--- config.mk ---
export PLATFORM = sky130hd
export DESIGN_NAME = vga_scaled_renderer
export DESIGN_NICKNAME = d
export VERILOG_FILES = /design/src/rtl/vga_pkg.sv /design/src/rtl/vga_timing_gen.sv /design/src/rtl/vga_scaled_renderer.sv
export SDC_FILE = /design/constraint.sdc
export NUM_CORES = 1
export LEC_CHECK = 0
export BUFFER_PORTS_ARGS = -buffer_cell sky130_fd_sc_hd__buf_2
export CAP_MARGIN = 0
export CORE_MARGIN = 3
export CORE_UTILIZATION = 30
export CTS_CLUSTER_DIAMETER = 150
export DETAILED_ROUTE_END_ITERATION = 8
export GPL_ROUTABILITY_DRIVEN = 0
export PLACE_DENSITY = 0.48
export RECOVER_POWER = 100
export SLEW_MARGIN = 20
export SYNTH_ARGS = -nofsm -noshare
export SYNTH_HDL_FRONTEND = slang
export SYNTH_HIERARCHICAL = 1
export SYNTH_SLANG_ARGS = --single-unit
--- constraint.sdc ---
create_clock -name clk -period 1.9 [get_ports clk]
set_input_delay 0.095 -clock clk [delete_from_list [all_inputs] [get_ports clk]]
set_output_delay 0.095 -clock clk [all_outputs]
set_load 0.05 [all_outputs]
--- src/rtl/vga_pkg.sv ---
`default_nettype none
// ============================================================================
// vga_pkg : default 640x480 raster timing, colour layout and palette defaults
// Revision: 1.0
// ============================================================================
package vga_pkg;

    localparam int DEF_H_ACTIVE = 640;
    localparam int DEF_H_FP     = 16;
    localparam int DEF_H_SYNC   = 96;
    localparam int DEF_H_BP     = 48;
    localparam int DEF_V_ACTIVE = 480;
    localparam int DEF_V_FP     = 10;
    localparam int DEF_V_SYNC   = 2;
    localparam int DEF_V_BP     = 33;

    localparam int R_LSB = 0;
    localparam int G_LSB = 4;
    localparam int B_LSB = 8;

    localparam logic [11:0] PAL_RESET_ENTRY0 = 12'h000;
    localparam logic [11:0] PAL_RESET_OTHERS = 12'hFFF;

    typedef logic [11:0] color_t;

    typedef struct packed {
        logic active;
        logic hsync;
        logic vsync;
        logic frame;
        logic line;
    } raster_flags_t;

    function automatic color_t pal_reset_value(input int idx);
        return (idx == 0) ? PAL_RESET_ENTRY0 : PAL_RESET_OTHERS;
    endfunction

endpackage
`default_nettype wire

--- src/rtl/vga_timing_gen.sv ---
`default_nettype none
// ============================================================================
// vga_timing_gen : h/v raster counters plus raw active/sync/pulse flags
// Revision: 1.0
// ============================================================================
module vga_timing_gen
    import vga_pkg::*;
#(
    parameter int H_ACTIVE        = DEF_H_ACTIVE,
    parameter int H_FP            = DEF_H_FP,
    parameter int H_SYNC          = DEF_H_SYNC,
    parameter int H_BP            = DEF_H_BP,
    parameter int V_ACTIVE        = DEF_V_ACTIVE,
    parameter int V_FP            = DEF_V_FP,
    parameter int V_SYNC          = DEF_V_SYNC,
    parameter int V_BP            = DEF_V_BP,
    parameter int SYNC_ACTIVE_LOW = 1,
    localparam int H_TOTAL        = H_ACTIVE + H_FP + H_SYNC + H_BP,
    localparam int V_TOTAL        = V_ACTIVE + V_FP + V_SYNC + V_BP,
    localparam int HW             = $clog2(H_TOTAL),
    localparam int VW             = $clog2(V_TOTAL)
) (
    input  logic          clk,
    input  logic          resetn,
    output logic [HW-1:0] h_count,
    output logic [VW-1:0] v_count,
    output raster_flags_t flags
);

    localparam logic SYNC_ON = (SYNC_ACTIVE_LOW != 0) ? 1'b0 : 1'b1;

    logic [HW-1:0] h_q, h_d;
    logic [VW-1:0] v_q, v_d;
    logic [31:0]   h32, v32;

    assign h32 = 32'(h_q);
    assign v32 = 32'(v_q);

    always_comb begin
        h_d = h_q + 1'b1;
        v_d = v_q;
        if (h32 == H_TOTAL - 1) begin
            h_d = '0;
            v_d = (v32 == V_TOTAL - 1) ? '0 : v_q + 1'b1;
        end
    end

    always_ff @(posedge clk or negedge resetn) begin
        if (!resetn) begin
            h_q <= '0;
            v_q <= '0;
        end else begin
            h_q <= h_d;
            v_q <= v_d;
        end
    end

    always_comb begin
        flags.active = (h32 < H_ACTIVE) && (v32 < V_ACTIVE);
        flags.hsync  = ((h32 >= H_ACTIVE + H_FP) && (h32 < H_ACTIVE + H_FP + H_SYNC))
                       ? SYNC_ON : ~SYNC_ON;
        flags.vsync  = ((v32 >= V_ACTIVE + V_FP) && (v32 < V_ACTIVE + V_FP + V_SYNC))
                       ? SYNC_ON : ~SYNC_ON;
        flags.frame  = (h32 == 0) && (v32 == 0);
        flags.line   = (h32 == 0);
    end

    assign h_count = h_q;
    assign v_count = v_q;

endmodule
`default_nettype wire

--- src/rtl/vga_scaled_renderer.sv ---
`default_nettype none
// ============================================================================
// vga_scaled_renderer : scaled framebuffer fetch, double-buffered palette, VGA out
// Revision: 1.0
// ============================================================================
module vga_scaled_renderer
    import vga_pkg::*;
#(
    parameter int H_ACTIVE        = DEF_H_ACTIVE,
    parameter int H_FP            = DEF_H_FP,
    parameter int H_SYNC          = DEF_H_SYNC,
    parameter int H_BP            = DEF_H_BP,
    parameter int V_ACTIVE        = DEF_V_ACTIVE,
    parameter int V_FP            = DEF_V_FP,
    parameter int V_SYNC          = DEF_V_SYNC,
    parameter int V_BP            = DEF_V_BP,
    parameter int SCALE           = 2,
    parameter int PIXEL_BITS      = 2,
    parameter int RD_LATENCY      = 1,
    parameter int SYNC_ACTIVE_LOW = 1,
    localparam int FB_W           = H_ACTIVE / SCALE,
    localparam int FB_H           = V_ACTIVE / SCALE,
    localparam int AW             = $clog2(FB_W * FB_H),
    localparam int L              = RD_LATENCY + 2
) (
    input  logic                  clk,
    input  logic                  resetn,
    input  logic [PIXEL_BITS-1:0] pixel_data,
    input  logic                  palette_we,
    input  logic [PIXEL_BITS-1:0] palette_waddr,
    input  logic [11:0]           palette_wdata,
    output logic                  fb_rd_en,
    output logic [AW-1:0]         fb_addr,
    output logic [3:0]            red,
    output logic [3:0]            green,
    output logic [3:0]            blue,
    output logic                  hsync,
    output logic                  vsync,
    output logic                  data_enable,
    output logic                  frame_pulse,
    output logic                  line_pulse
);

    localparam int H_TOTAL = H_ACTIVE + H_FP + H_SYNC + H_BP;
    localparam int V_TOTAL = V_ACTIVE + V_FP + V_SYNC + V_BP;
    localparam int HW      = $clog2(H_TOTAL);
    localparam int VW      = $clog2(V_TOTAL);
    localparam int PAL_N   = 2 ** PIXEL_BITS;
    localparam int SW      = (SCALE > 1) ? $clog2(SCALE) : 1;

    localparam logic SYNC_IDLE = (SYNC_ACTIVE_LOW != 0) ? 1'b1 : 1'b0;
    localparam raster_flags_t FLAGS_IDLE = '{active: 1'b0, hsync: SYNC_IDLE,
                                             vsync: SYNC_IDLE, frame: 1'b0, line: 1'b0};

    if (SCALE < 1) begin : g_bad_scale_min
        $error("SCALE must be at least 1");
    end else if (((H_ACTIVE % SCALE) != 0) || ((V_ACTIVE % SCALE) != 0)) begin : g_bad_scale_div
        $error("SCALE must divide H_ACTIVE and V_ACTIVE");
    end
    if (V_FP + V_SYNC + V_BP < 2) begin : g_bad_vblank
        $error("vertical blanking must be at least two lines");
    end
    if (RD_LATENCY < 1) begin : g_bad_latency
        $error("RD_LATENCY must be at least 1");
    end

    logic [HW-1:0] h_count;
    logic [VW-1:0] v_count;
    raster_flags_t raw_flags;
    logic [31:0]   h32, v32;

    vga_timing_gen #(
        .H_ACTIVE        (H_ACTIVE),
        .H_FP            (H_FP),
        .H_SYNC          (H_SYNC),
        .H_BP            (H_BP),
        .V_ACTIVE        (V_ACTIVE),
        .V_FP            (V_FP),
        .V_SYNC          (V_SYNC),
        .V_BP            (V_BP),
        .SYNC_ACTIVE_LOW (SYNC_ACTIVE_LOW)
    ) u_timing (
        .clk     (clk),
        .resetn  (resetn),
        .h_count (h_count),
        .v_count (v_count),
        .flags   (raw_flags)
    );

    assign h32 = 32'(h_count);
    assign v32 = 32'(v_count);

    logic [SW-1:0] sx_sub_q, sx_sub_d;
    logic [SW-1:0] sy_sub_q, sy_sub_d;
    logic [AW-1:0] fb_x_q, fb_x_d;
    logic [AW-1:0] row_base_q, row_base_d;
    logic          fb_rd_en_q, fb_rd_en_d;
    logic [AW-1:0] fb_addr_q, fb_addr_d;
    color_t        rgb_q, rgb_d;
    raster_flags_t flags_q [L];
    raster_flags_t flags_d [L];
    color_t        pal_shadow_q [PAL_N];
    color_t        pal_shadow_d [PAL_N];
    color_t        pal_active_q [PAL_N];
    color_t        pal_active_d [PAL_N];

    logic h_last, v_last, v_in_active, copy_now;

    assign h_last      = (h32 == H_TOTAL - 1);
    assign v_last      = (v32 == V_TOTAL - 1);
    assign v_in_active = (v32 < V_ACTIVE);
    // One line past the last active row the output pipeline is guaranteed empty
    assign copy_now    = (h32 == 0) && (v32 == V_ACTIVE + 1);

    // Replication sub-counters track the current (h,v) so the address needs no divide
    always_comb begin
        sx_sub_d   = sx_sub_q;
        fb_x_d     = fb_x_q;
        sy_sub_d   = sy_sub_q;
        row_base_d = row_base_q;
        if (h_last) begin
            sx_sub_d = '0;
            fb_x_d   = '0;
            if (v_last) begin
                sy_sub_d   = '0;
                row_base_d = '0;
            end else if (v_in_active) begin
                if (sy_sub_q == SW'(SCALE - 1)) begin
                    sy_sub_d   = '0;
                    row_base_d = row_base_q + AW'(FB_W);
                end else begin
                    sy_sub_d = sy_sub_q + 1'b1;
                end
            end
        end else if (sx_sub_q == SW'(SCALE - 1)) begin
            sx_sub_d = '0;
            fb_x_d   = fb_x_q + 1'b1;
        end else begin
            sx_sub_d = sx_sub_q + 1'b1;
        end
    end

    always_comb begin
        fb_rd_en_d = raw_flags.active;
        fb_addr_d  = raw_flags.active ? (row_base_q + fb_x_q) : fb_addr_q;
    end

    always_comb begin
        flags_d[0] = raw_flags;
        for (int i = 1; i < L; i++) begin
            flags_d[i] = flags_q[i-1];
        end
    end

    // Copy reads the pre-write shadow, so a write on the copy cycle waits a frame
    always_comb begin
        pal_shadow_d = pal_shadow_q;
        pal_active_d = pal_active_q;
        if (copy_now) begin
            pal_active_d = pal_shadow_q;
        end
        if (palette_we) begin
            pal_shadow_d[palette_waddr] = palette_wdata;
        end
    end

    always_comb begin
        rgb_d = '0;
        if (flags_q[L-2].active) begin
            rgb_d = pal_active_q[pixel_data];
        end
    end

    always_ff @(posedge clk or negedge resetn) begin
        if (!resetn) begin
            sx_sub_q   <= '0;
            sy_sub_q   <= '0;
            fb_x_q     <= '0;
            row_base_q <= '0;
            fb_rd_en_q <= 1'b0;
            fb_addr_q  <= '0;
            rgb_q      <= '0;
            for (int i = 0; i < L; i++) begin
                flags_q[i] <= FLAGS_IDLE;
            end
            for (int i = 0; i < PAL_N; i++) begin
                pal_shadow_q[i] <= pal_reset_value(i);
                pal_active_q[i] <= pal_reset_value(i);
            end
        end else begin
            sx_sub_q     <= sx_sub_d;
            sy_sub_q     <= sy_sub_d;
            fb_x_q       <= fb_x_d;
            row_base_q   <= row_base_d;
            fb_rd_en_q   <= fb_rd_en_d;
            fb_addr_q    <= fb_addr_d;
            rgb_q        <= rgb_d;
            flags_q      <= flags_d;
            pal_shadow_q <= pal_shadow_d;
            pal_active_q <= pal_active_d;
        end
    end

    assign fb_rd_en    = fb_rd_en_q;
    assign fb_addr     = fb_addr_q;
    assign red         = rgb_q[R_LSB +: 4];
    assign green       = rgb_q[G_LSB +: 4];
    assign blue        = rgb_q[B_LSB +: 4];
    assign hsync       = flags_q[L-1].hsync;
    assign vsync       = flags_q[L-1].vsync;
    assign data_enable = flags_q[L-1].active;
    assign frame_pulse = flags_q[L-1].frame;
    assign line_pulse  = flags_q[L-1].line;

endmodule
`default_nettype wire

== After elaboration in Yosys (flattened, before gate mapping) ==
Index checks and enable logic that the tools add are counted.

* $add $sub $neg: 7
* Reduce and logical (&&, ||, !) cells: 13
* Order comparisons: 9
* Mux-type cells: 21
* Divide/modulo/power cells: 0
* Bitwise logic cells: 2
* Eq/ne operators: 3
* Shifts and indexed selects: 0
* $mul: 0

{| class="wikitable"
|+ Operators by type and width
! cell !! number
|-
| 17-bit 2-to-1 mux || 5
|-
| 32-bit zero test || 2
|-
| 48-bit bitwise mux || 1
|-
| 12-bit 2-to-1 mux || 4
|-
| 12-bit binary-select mux with 2-bit select || 1
|-
| 12-bit demux with 2-bit select || 1
|-
| 10-bit by 1-bit adder with 10-bit output, second input constant || 2
|-
| 10-bit == test, second input constant || 2
|-
| 10-bit < comparator, second input constant || 2
|-
| 10-bit by 9-bit < comparator with 1-bit output, second input constant || 2
|-
| 10-bit 2-to-1 mux || 2
|-
| 17-bit by 1-bit adder with 17-bit output, second input constant || 1
|-
| 17-bit adder || 1
|-
| 17-bit by 9-bit adder with 17-bit output, second input constant || 1
|-
| 10-bit by 9-bit == test with 1-bit output, second input constant || 1
|-
| 10-bit >= comparator, second input constant || 1
|-
| 10-bit by 9-bit >= comparator with 1-bit output, second input constant || 1
|-
| 1-bit 2-to-1 mux || 7
|-
| 3-bit >= comparator, second input constant || 2
|-
| 1-bit logical AND || 6
|-
| 2-bit inverter with 3-bit output || 2
|-
| 2-bit nonzero test || 3
|-
| 3-bit by 1-bit < comparator with 1-bit output, second input constant || 1
|-
| 3-bit AND reduction || 1
|-
| 2 further kinds || 3
|}

* Output and inout port bits: 35
* Flip-flop bits (word level): 196
* Memory bits (read-only): 0
* Bits of input ports: 19
* Bits in latches: 0
* Memory bits (writable): 0
* Word-level logic and storage cells: 86
* Memories kept: 0

== Depth between registers and ports, before layout ==
* Depth after elaboration: 6
* Gate-level depth with buffers: 7
* Mapped depth without buffers: 7

== Modules after synthesis ==
The synthesis kept the hierarchy.

{| class="wikitable"
|+ Modules (own cells, without submodules)
! module !! instances !! area each (um^2) !! cells each !! seq. area each (um^2)
|-
| vga_scaled_renderer || 1 || 7,449.6 || 547 || 4,351.7
|-
| vga_timing_gen || 1 || 1,088.5 || 114 || 500.5
|}

== Worst setup path after synthesis ==
No wires, ideal clock.

* Path kind: register to register
* Start: register u_timing.h_q[5] (netlist: u_timing/h_count[5])
* End: register pal_active_q[36] in the netlist's numbering
* Stages on the path, launching flop included: 6
* Data required time: 1.775 ns
* Setup slack: -0.140 ns
* Buffers on the path: 2
* Clock period less this slack: 2.040 ns
* Setup time: 0.125 ns
* Arrival: 1.915 ns
* Cell sequence: dfrtp_1 > or3_4 > nor4_2 > buf_2 > buf_4 > mux2_2

* Longest elaborated chain between the ends: 2

{| class="wikitable"
|+ Ends and longest elaborated chain
! item !! RTL line !! text
|-
| start: declaration || vga_timing_gen.sv:32 || <nowiki>logic [HW-1:0] h_q, h_d;</nowiki>
|-
| start signal: assignment || vga_timing_gen.sv:50 || <nowiki>h_q <= '0;</nowiki>
|-
| start signal: assignment || vga_timing_gen.sv:53 || <nowiki>h_q <= h_d;</nowiki>
|-
| 32-bit zero test || vga_scaled_renderer.sv:113 || <nowiki>assign copy_now = (h32 == 0) && (v32 == V_ACTIVE + 1);</nowiki>
|-
| 1-bit logical AND || vga_scaled_renderer.sv:113 ||
|-
| end signal: indexed assignment || vga_scaled_renderer.sv:188 || <nowiki>pal_active_q[i] <= pal_reset_value(i);</nowiki>
|-
| end signal: assignment || vga_scaled_renderer.sv:200 || <nowiki>pal_active_q <= pal_active_d;</nowiki>
|-
| end: declaration || vga_scaled_renderer.sv:104 || <nowiki>color_t pal_active_q [PAL_N];</nowiki>
|}

No other way between the ends.
A chain may end at the register's enable or synchronous reset.

== Final worst setup path ==
* Start: register u_timing.h_q[6] (netlist: u_timing/h_count[6])
* End: register u_timing.v_q[4] (netlist: u_timing/v_count[4])

* Longest elaborated chain between the ends: 1

{| class="wikitable"
|+ Ends and longest elaborated chain
! item !! RTL line !! text
|-
| 10-bit == test || vga_timing_gen.sv:42 || <nowiki>if (h32 == H_TOTAL - 1) begin</nowiki>
|-
| end signal: assignment || vga_timing_gen.sv:54 || <nowiki>v_q <= v_d;</nowiki>
|-
| end: declaration || vga_timing_gen.sv:33 || <nowiki>logic [VW-1:0] v_q, v_d;</nowiki>
|}

No other way between the ends.

==> impl_metrics.py <==
metrics = {
    "status": {
        "status": "finished, violations left",
        "violations": "negative setup slack",
    },
    "power_and_ir_drop": {
        "p_total_mw": 8.46,
        "power.density_nw_per_um2": 782,
        "p_leak_nw": 4.62,
        "irDropWorstVdd_uv": 579,
    },
    "routing": {
        "drc_errors": 0,
        "num_vias": 5717,
        "wl_per_cell_um": 16.5,
        "drt-initial-drc-count": 259,
        "drtPass1Iterations": 6,
        "ant_nets": 0,
        "vias_per_cell": 4.79,
        "finalWirelength_um": 19700,
    },
    "synth": {
        "ys_seq_area_frac": 0.568,
        "synth_edf_count": 0,
        "async_reset_ff_frac": 1.00,
        "synth_cells": 661,
        "synth_area_um2": 8540,
        "syn_avg_cell_area_um2": 12.9,
        "ys.flop_type": "dfrtp_1",
        "synth_cell_types": 63,
        "yosys_warnings": 6,
        "syn_nets": 697,
        "synth_seq_cells": 190,
    },
    "clock_network": {
        "cts_buffer_depth": 2,
        "clk_pin_slew_ps": 80,
        "cts_made_buffers": 17,
        "clock_sinks": 190,
        "clk_latency_ps": 430,
        "cts.htree.levels": 4,
        "clockRootBuffer": "clkbuf_16",
        "tritoncts": "built",
    },
    "timing": {
        "timing.fmax_mhz": 519,
        "maxSlewViolCount": 0,
        "grt_setup_unrepaired": "true",
        "setup_ws_ps": -27.0,
        "setup_viol": 2,
        "worst_pin_slew_ps": 1500,
        "period_minus_slack_ps": 1930,
        "period_share": 1.01,
        "slew-limit-headroom": 0.00278,
        "finClkSkew_ps": 13.9,
        "hold_viol": 0,
    },
    "final_layout": {
        "post-route-cell-area_um2": 10800,
        "finish.utilization": 0.387,
        "fin_nets": 839,
        "final_cell_mix": "dfrtp_1, mux2_2, dfstp_2, buf_4, clkbuf_1",
        "antenna_cells": 0,
        "final_common_cell": "dfrtp_1",
        "layout-drive-gt1-share": 0.431,
        "syn2layout_area_growth_pct": 26.8,
    },
    "critical_path": {
        "worstSetupStartpointType": "flip-flop",
        "end_kind": "flip-flop",
        "cp.required_ps": 2270,
        "cp_max_fo": 8,
        "critical_path_arrival_ps": 2300,
        "r2r_cells": 4,
        "criticalPathCategory": "reg2reg",
    },
    "global_route": {
        "grt_max_degree": 65,
        "grt_pass1_vias": 6076,
        "grt_pass1_wl_um": 32600,
        "grt.total_usage": 0.132,
        "antenna_found_initial": 0,
        "grt_overflow": 0,
    },
    "worst_hold_path": {
        "holdCritPathClass": "in2reg",
        "min_path_cells": 3,
    },
    "placed_design": {
        "placed_cell_area_um2": 9890,
        "port_buffers": 53,
        "dp_hpwl_um": 13500,
        "dp_slack_ps": -90.7,
    },
    "floorplan": {
        "die_h_um": 175,
        "io_pins": 54,
        "die_w_um": 175,
        "start_util": 0.306,
        "fp.coreArea_um2": 27900,
        "rows": 61,
        "die_area_um2": 30500,
    },
    "job": {
        "cap_violations": 0,
    },
}
## final timing paths
check	startpoint	end	slack [ps]
max	u_timing/h_count[6]	u_timing/v_count[4]	-30
min	pixel_data[1]	rgb_q[9]	310
min in group asynchronous	resetn	pal_shadow_q[43]	560
max in group asynchronous	resetn	pal_active_q[17]	240
min reg2reg	flags_d[5]	flags_d[0]	350
max reg2reg	u_timing/h_count[6]	u_timing/v_count[4]	-30
## flip-flops by register name, indices dropped and copies added (netlist names)
signal	flops
line_pulse	1
flags_d	10
fb_x_q	17
sx_sub_q	1
pal_active_q	48
fb_addr	17
u_timing/h_count	10
pal_shadow_q	48
vsync	1
rgb_q	12
hsync	1
sy_sub_q	1
row_base_q	11
u_timing/v_count	10
frame_pulse	1
data_enable	1
## cell type report
class | count | area (µm²)
Clock buffer | 17 | 425
Fill cell | 2691 | 17100
Inverter | 13 | 48.8
Clock inverter | 15 | 194
Tap cell | 378 | 473
Sequential cell | 190 | 4860
Timing Repair Buffer | 146 | 993
Multi-Input combinational cell | 435 | 3830
## critical path: stages (launching register included)
cell	delay (ps)
dfrtp_1	410
or4b_4	590
or3_4	480
a2111o_1	320
nand2_1	70
## metrics by stage
| step | setup TNS [ps] | hold WS (ps) | instances |
|---|---|---|---|
| after floorplan | -101 | -201 | 661 |
| after global placement | -464 | 130 | 1145 |
| after detailed placement | -729 | 141 | 1145 |
| after CTS | -21.4 | 234 | 1193 |
| after global routing | -4440 | 302 | 1194 |
| final | -40.1 | 305 | 1194 |
## logic make-up after synthesis
| kind of cell | synth area share |
|---|---|
| simple gates | 0.117 |
| flops | 0.568 |
| compound gates | 0.0652 |
| other cells | 0.000439 |
| xor+xnor | 0.0339 |
| mux | 0.172 |
| fa+ha+maj | 0.0249 |
| buf+inv | 0.0183 |
## cells in the mapped netlist, types with 2 or more instances
library cell | instances | area, µm²
nor4_2 | 2 | 25.0
a21o_1 | 5 | 37.5
mux2_2 | 105 | 1180
clkbuf_1 | 12 | 45.0
or4_1 | 2 | 15.0
nor2b_1 | 2 | 12.5
o21bai_1 | 2 | 15.0
a31oi_1 | 4 | 25.0
dfrtp_1 | 112 | 2800
a211oi_1 | 3 | 22.5
dfstp_2 | 78 | 2050
or3_4 | 2 | 22.5
nand3b_1 | 4 | 30.0
nand3_1 | 23 | 115
a41o_1 | 2 | 20.0
and4_1 | 6 | 52.6
buf_1 | 3 | 11.3
nor3b_1 | 2 | 15.0
a21oi_1 | 18 | 90.1
o21ai_0 | 25 | 125
nand4_1 | 11 | 68.8
a41oi_1 | 4 | 35.0
or3_1 | 6 | 37.5
nand4b_1 | 2 | 17.5
inv_1 | 13 | 48.8
buf_2 | 4 | 20.0
nor3_2 | 2 | 20.0
and2_1 | 16 | 100
xor2_1 | 14 | 123
mux2i_1 | 2 | 20.0
xnor2_1 | 19 | 166
and3_1 | 7 | 43.8
nand2_1 | 32 | 120
nor3_1 | 9 | 45.0
nor4b_1 | 2 | 17.5
buf_4 | 2 | 15.0
a221oi_1 | 2 | 17.5
nor4_1 | 4 | 25.0
mux4_2 | 12 | 270
nor2_1 | 41 | 154
o31ai_1 | 7 | 52.6
ha_1 | 17 | 213
## power by group
group | leakage (nW) | total [mW] | internal [mW] | switching (mW)
combinational | 2.04 | 0.406 | 0.209 | 0.197
clock | 0.297 | 3.63 | 1.80 | 1.83
sequential | 2.28 | 4.43 | 4.33 | 0.0981
## layer usage
metal | global-route usage | wire length [µm]
met2 | 0.231 | 10100
met5 | 0 | 0
met3 | 0.0291 | 679
met4 | 0.0206 | 116
met1 | 0.172 | 8780
## timing repair
| action | 4_1_cts | 5_1_grt |
|---|---|---|
| hold buffers | 13 | 0 |
| endpoints found under the setup margin | 59 | 60 |
| resized for setup | 19 | 35 |
| pin swaps | 9 | 13 |
| gates cloned | 0 | 0 |
| hold endpoints to repair | 79 | 0 |
| buffers inserted | 3 | 2 |
Power figures use the tool's default switching activity.
